`config.mk`:
```
export PLATFORM = sky130hd
export DESIGN_NAME = cache_arbiter
export DESIGN_NICKNAME = d
export VERILOG_FILES = /design/src/rtl/cache_arbiter.sv
export SDC_FILE = /design/constraint.sdc
export NUM_CORES = 1
export LEC_CHECK = 0
export ABC_CLOCK_PERIOD_IN_PS = 1900
export CAP_MARGIN = 20
export CORE_AREA = 10 10 94 96
export DETAILED_ROUTE_END_ITERATION = 16
export DIE_AREA = 0 0 104 106
export GPL_TIMING_DRIVEN = 1
export MAX_ROUTING_LAYER = met4
export PLACE_DENSITY = 0.89
export SYNTH_ARGS = -nofsm -noshare
export SYNTH_HDL_FRONTEND = slang
export SYNTH_SLANG_ARGS = --single-unit
export TNS_END_PERCENT = 20
```
`constraint.sdc`:
```
create_clock -name CLK -period 1.9 [get_ports CLK]
set_input_delay 0.38 -clock CLK [delete_from_list [all_inputs] [get_ports CLK]]
set_output_delay 0.38 -clock CLK [all_outputs]
set_load 0.03 [all_outputs]
```
`src/rtl/cache_arbiter.sv`:
```
// Arbitrates one shared RAM port between an icache (read-only) and a dcache (read/write).
// Optional macro ARB_FAIR_EN alternates grants when both requestors are pending.
module cache_arbiter (
    input  logic        CLK,
    input  logic        nRST,
    input  logic        iREN,
    input  logic [31:0] iaddr,
    output logic        iwait,
    output logic [31:0] iload,
    input  logic        dREN,
    input  logic        dWEN,
    input  logic [31:0] daddr,
    input  logic [31:0] dstore,
    output logic        dwait,
    output logic [31:0] dload,
    output logic        ramREN,
    output logic        ramWEN,
    output logic [31:0] ramaddr,
    output logic [31:0] ramstore,
    input  logic [31:0] ramload,
    input  logic [1:0]  ramstate,
    output logic        ram_err
);

    typedef enum logic [1:0] {
        IDLE    = 2'd0,
        D_GRANT = 2'd1,
        I_GRANT = 2'd2
    } state_t;

    localparam logic [1:0] RAM_ACCESS = 2'd2;
    localparam logic [1:0] RAM_ERROR  = 2'd3;

    state_t state_q, state_d;
    logic   ram_err_q, ram_err_d;
    logic   d_req_s, access_s, prefer_i_s;

    assign d_req_s  = dREN | dWEN;
    assign access_s = (ramstate == RAM_ACCESS);
    assign iload    = ramload;
    assign dload    = ramload;
    assign ram_err  = ram_err_q;

`ifdef ARB_FAIR_EN
    logic last_d_q, last_d_d;

    assign prefer_i_s = last_d_q;

    // remember which side completed last so a contended IDLE yields to the other
    always_comb begin
        last_d_d = last_d_q;
        if ((state_q == D_GRANT) && access_s) begin
            last_d_d = 1'b1;
        end else if ((state_q == I_GRANT) && access_s) begin
            last_d_d = 1'b0;
        end else begin
            last_d_d = last_d_q;
        end
    end

    // fairness bit register
    always_ff @(posedge CLK or negedge nRST) begin
        if (!nRST) begin
            last_d_q <= 1'b0;
        end else begin
            last_d_q <= last_d_d;
        end
    end
`else
    assign prefer_i_s = 1'b0;
`endif

    // next-state, sticky error and RAM port steering
    always_comb begin
        state_d   = state_q;
        ram_err_d = ram_err_q;
        iwait     = 1'b1;
        dwait     = 1'b1;
        ramREN    = 1'b0;
        ramWEN    = 1'b0;
        ramaddr   = 32'd0;
        ramstore  = 32'd0;
        case (state_q)
            IDLE: begin
                if (d_req_s && !(iREN && prefer_i_s)) begin
                    state_d = D_GRANT;
                end else if (iREN) begin
                    state_d = I_GRANT;
                end else begin
                    state_d = IDLE;
                end
            end
            D_GRANT: begin
                ramaddr  = daddr;
                ramstore = dstore;
                ramWEN   = dWEN;
                ramREN   = dREN & ~dWEN;
                dwait    = ~access_s;
                if (ramstate == RAM_ERROR) begin
                    ram_err_d = 1'b1;
                end else begin
                    ram_err_d = ram_err_q;
                end
                // a dropped request abandons the word so the other side is not starved
                if (access_s || !d_req_s) begin
                    state_d = IDLE;
                end else begin
                    state_d = D_GRANT;
                end
            end
            I_GRANT: begin
                ramaddr = iaddr;
                ramREN  = iREN;
                iwait   = ~access_s;
                if (ramstate == RAM_ERROR) begin
                    ram_err_d = 1'b1;
                end else begin
                    ram_err_d = ram_err_q;
                end
                if (access_s || !iREN) begin
                    state_d = IDLE;
                end else begin
                    state_d = I_GRANT;
                end
            end
            default: begin
                state_d = IDLE;
            end
        endcase
    end

    // state and sticky error registers
    always_ff @(posedge CLK or negedge nRST) begin
        if (!nRST) begin
            state_q   <= IDLE;
            ram_err_q <= 1'b0;
        end else begin
            state_q   <= state_d;
            ram_err_q <= ram_err_d;
        end
    end

endmodule

```
==> impl_results.rst <==
.. list-table::
   :header-rows: 1

   * - Metric
     - Value
   * - Post-synthesis simple-gate area fraction
     - 0.314
   * - Overall routed net length
     - 7350 um
   * - Most frequent cells in the layout
     - 103 x sky130_fd_sc_hd__clkdlybuf4s50_1, 63 x sky130_fd_sc_hd__buf_4, 33 x sky130_fd_sc_hd__and2_1
   * - Post-layout min period
     - 1.94 ns
   * - Site Rows
     - 31
   * - P&R area growth vs syn
     - 107%
   * - Number of setup violations in the final report
     - 13
   * - Proportion of register bits with asynchronous set or reset after synthesis
     - 1.00
   * - CP Buf/Inv Count
     - 4
   * - Initial core utilization
     - 0.205
   * - Top-level port count
     - 268
   * - Class of the worst hold path
     - primary input to async pin
   * - Drt wl/cell
     - 17.9 um
   * - Remaining Overflow, GRT
     - 0
   * - Synth Area in Adders
     - 0.0433
   * - Post-layout power
     - 2.93 mW
   * - Synth Net Count
     - 338
   * - Xor and xnor fraction of the mapped netlist area
     - 0
   * - Required time reported for the critical path endpoint
     - 1.52 ns
   * - Total net switching power
     - 1.44 mW
   * - Worst EP arrival
     - 1.56 ns
   * - Startpoint of the lowest-slack register-to-register path
     - state_q[1]$_DFF_PN0_
   * - Crit end category
     - output pin
   * - Total power per unit cell area
     - 979 nW/um^2
   * - Run status
     - finished, violations left
   * - Kind of cell adding the most delay to the critical path
     - buffers and inverters
   * - Design internal power
     - 1.48 mW
   * - Via density per instance
     - 4.21
   * - Fraction of power consumed by combinational cells
     - 0.904
   * - Share of cell area taken by muxes after synthesis
     - 0
   * - Synthesized area per cell
     - 7.30 um^2
   * - Mapped cell area
     - 1450 um^2
   * - Switching part of the total
     - 0.494
   * - Overall routing resource usage
     - 0.121
   * - Worst Skew
     - 0.00197 ns
   * - Register share of total power
     - 0.031
   * - Pleak
     - 1.25 nW
   * - Minimum hold slack
     - 0.350 ns
   * - Die X-Extent
     - 104 um
   * - Post-detailed-route DRC marker count
     - 0
   * - Synth cell types
     - 21
   * - Count of cells along the worst register-to-register path
     - 5
   * - H-tree depth
     - 1
   * - Cells after Synth
     - 198
   * - Nature of the critical path startpoint
     - flip-flop
   * - Share of post-route cells with drive strength above 1
     - 0.365
   * - Core Box Area
     - 7060 um^2
   * - PnR worst setup slack
     - -0.0396 ns
   * - Maximum clock path buffer count
     - 2
   * - Top_reg_cell synth
     - sky130_fd_sc_hd__dfrtp_1
   * - Violations in the final reports
     - setup timing
   * - Slowest cell on crit path
     - sky130_fd_sc_hd__dfrtp_1
   * - Maximum single-stage delay on the critical path
     - 0.35 ns
   * - Number of antenna violations at the first check in global routing
     - 0
   * - Number of warnings reported in the yosys synthesis log
     - 0
   * - TritonCTS clock tree
     - done
   * - Cell at the root of the clock tree
     - sky130_fd_sc_hd__clkbuf_8
   * - Synthesized-area fraction occupied by ao, oa, aoi and oai cells
     - 0.186
   * - Part of the power in the clock network
     - 0.065
   * - Detailed Place HPWL
     - 5870 um
   * - Worst rel slew slack
     - 0.774
   * - EDFF count, synth
     - 0
   * - Post-placement worst setup slack
     - -0.166 ns
   * - Number of violations reported at the end of detailed-routing iteration 0
     - 31
   * - Vertical die dimension
     - 106 um
   * - CTS sink cnt
     - 3
   * - Internal reg-to-reg setup slack
     - 0.63 ns
   * - Clock latency reported for the late side of the worst-skew pair
     - 0.22 ns
   * - Most frequent CP cell
     - sky130_fd_sc_hd__buf_12
   * - Number of fill cells in the layout
     - 689
   * - Peak VDD IR
     - 0.548 mV
   * - Synthesized flop and latch total
     - 3
   * - Number of pins with negative max-slew slack in the final report
     - 0
   * - Crit Reg-Reg Endpoint
     - ram_err$_DFFE_PN0P_
   * - Final number of hold-violating endpoints
     - 0
   * - Worst Max-Slew Pin Slew
     - 0.337 ns
   * - Die Footprint
     - 11,000 um^2
   * - Pin count of the biggest net entering global routing
     - 39
   * - Logic depth of the worst setup path including buffers
     - 6
   * - First-pass GRT wire length
     - 10,900 um
   * - Sequential share of the synthesized area
     - 0.0519
   * - Critical path, cell by cell
     - inv_2 > buf_6 > ha_4 > buf_12 > nor2b_2 > buf_12
   * - Total number of vias
     - 1,731
   * - Number of buffers inserted by port buffering
     - 171
   * - Max-cap check violation count
     - 0
   * - Nets
     - 453
   * - Maximum clock frequency
     - 516 MHz
   * - Number of antenna cells inserted
     - 0
   * - Top fanout value on the critical path
     - 16
   * - Share of the clock period used by the worst path
     - 1.02
   * - Remaining antenna violation count
     - 0
   * - CTS buffer count
     - 3
   * - Most common cell after layout, fill and taps aside
     - sky130_fd_sc_hd__clkdlybuf4s50_1
   * - Placer congestion estimate
     - 0.723
   * - Number of global-route vias before repair
     - 2,049
   * - First-pass iteration count of the detailed router
     - 4
   * - CTS clock-pin slew for the worst setup and hold paths
     - 0.03 ns
   * - Crit Path Category
     - flip-flop to output pin
   * - Main combinational cell family by area after synthesis
     - buffers and inverters
   * - RSZ-0062 raised after global routing
     - true
metal layers:
layer	vias up	routed length [um]	GRT usage
met5	-	0	-
met2	96	3950	0.227
met1	784	2780	0.120
li1	816	-	-
met3	35	458	0.0296
met4	0	161	0.0437
worst max-delay path by stage:
stage | start | endpoint | slack (ns)
6_report | state_q[1]$_DFF_PN0_ | ramaddr[22] | -0.04
5_1_grt | state_q[1]$_DFF_PN0_ | ramaddr[22] | -0.11
3_5_place_dp | ramstate[1] | iwait | -0.17
3_3_place_gp | ramstate[1] | dwait | -0.16
4_1_cts | state_q[1]$_DFF_PN0_ | ramaddr[22] | -0.06
2_1_floorplan | state_q[0]$_DFF_PN0_ | ramaddr[0] | 0.05
power by group through the flow:
| stage | Clock, mW | Sequential (mW) | Combinational (mW) |
|---|---|---|---|
| after floorplan | 0 | 0.0852 | 1.58 |
| after global placement | 0 | 0.0855 | 2.28 |
| after detailed placement | 0 | 0.0877 | 2.31 |
| after CTS | 0.189 | 0.0926 | 2.58 |
| after global routing | 0.198 | 0.0941 | 2.78 |
| final | 0.189 | 0.0922 | 2.65 |
cell families after synthesis:
logic type	Yosys count
and+or+nand+nor	74
DFF	3
AOI/OAI and AO/OA	36
adders and majority gates	5
buffers and inverters	80
state kept, by name, summed over array words and instances, names as in the netlist:
register  cells
state_q       2
ram_err       1
per-stage QoR:
stage | std cells | utilization | TNS (ns) | area [um^2]
after global placement | 399 | 0.377 | -0.306 | 2660
final | 411 | 0.424 | -0.173 | 2990
after floorplan | 198 | - | 0 | 1450
after CTS | 410 | 0.412 | -0.136 | 2910
after global routing | 411 | 0.424 | -2.46 | 2990
after detailed placement | 399 | 0.377 | -0.350 | 2660
cell type report:
class,instances,area (um^2),share of cell area
sequential,3,76.3,0.0255
timing repair buffer,188,1810,0.604
multi-input combinational,115,932,0.312
tap,99,124,0.0414
inverter,2,7.51,0.00251
clock buffer,4,45.0,0.0151
cells in the mapped netlist (all sizes together) (2+ instances only):
library cell / count / area (um^2)
a22oi: 33 / 248
ha: 5 / 62.6
clkbuf: 5 / 21.3
nand2: 3 / 11.3
nor2b: 33 / 206
dfrtp: 3 / 75.1
buf: 73 / 556
and2: 33 / 206
inv: 2 / 7.51
what timing repair did:
item | CTS | global route
hold buffers | 0 | 0
setup buffers | 5 | 1
pin swaps | 2 | 2
endpoints found under the setup margin | 64 | 33
resized for setup | 32 | 22
gates cloned | 2 | 0
worst register-to-register path, delay by kind of cell, from the launching register on:
| family | cells | cell delay (ns) |
|---|---|---|
| AOI/OAI and AO/OA | 1 | 0.20 |
| adders and majority gates | 1 | 0.22 |
| buffers and inverters | 3 | 0.36 |
| DFF | 1 | 0.38 |
Note: power is estimated with default switching activity, not from simulation.
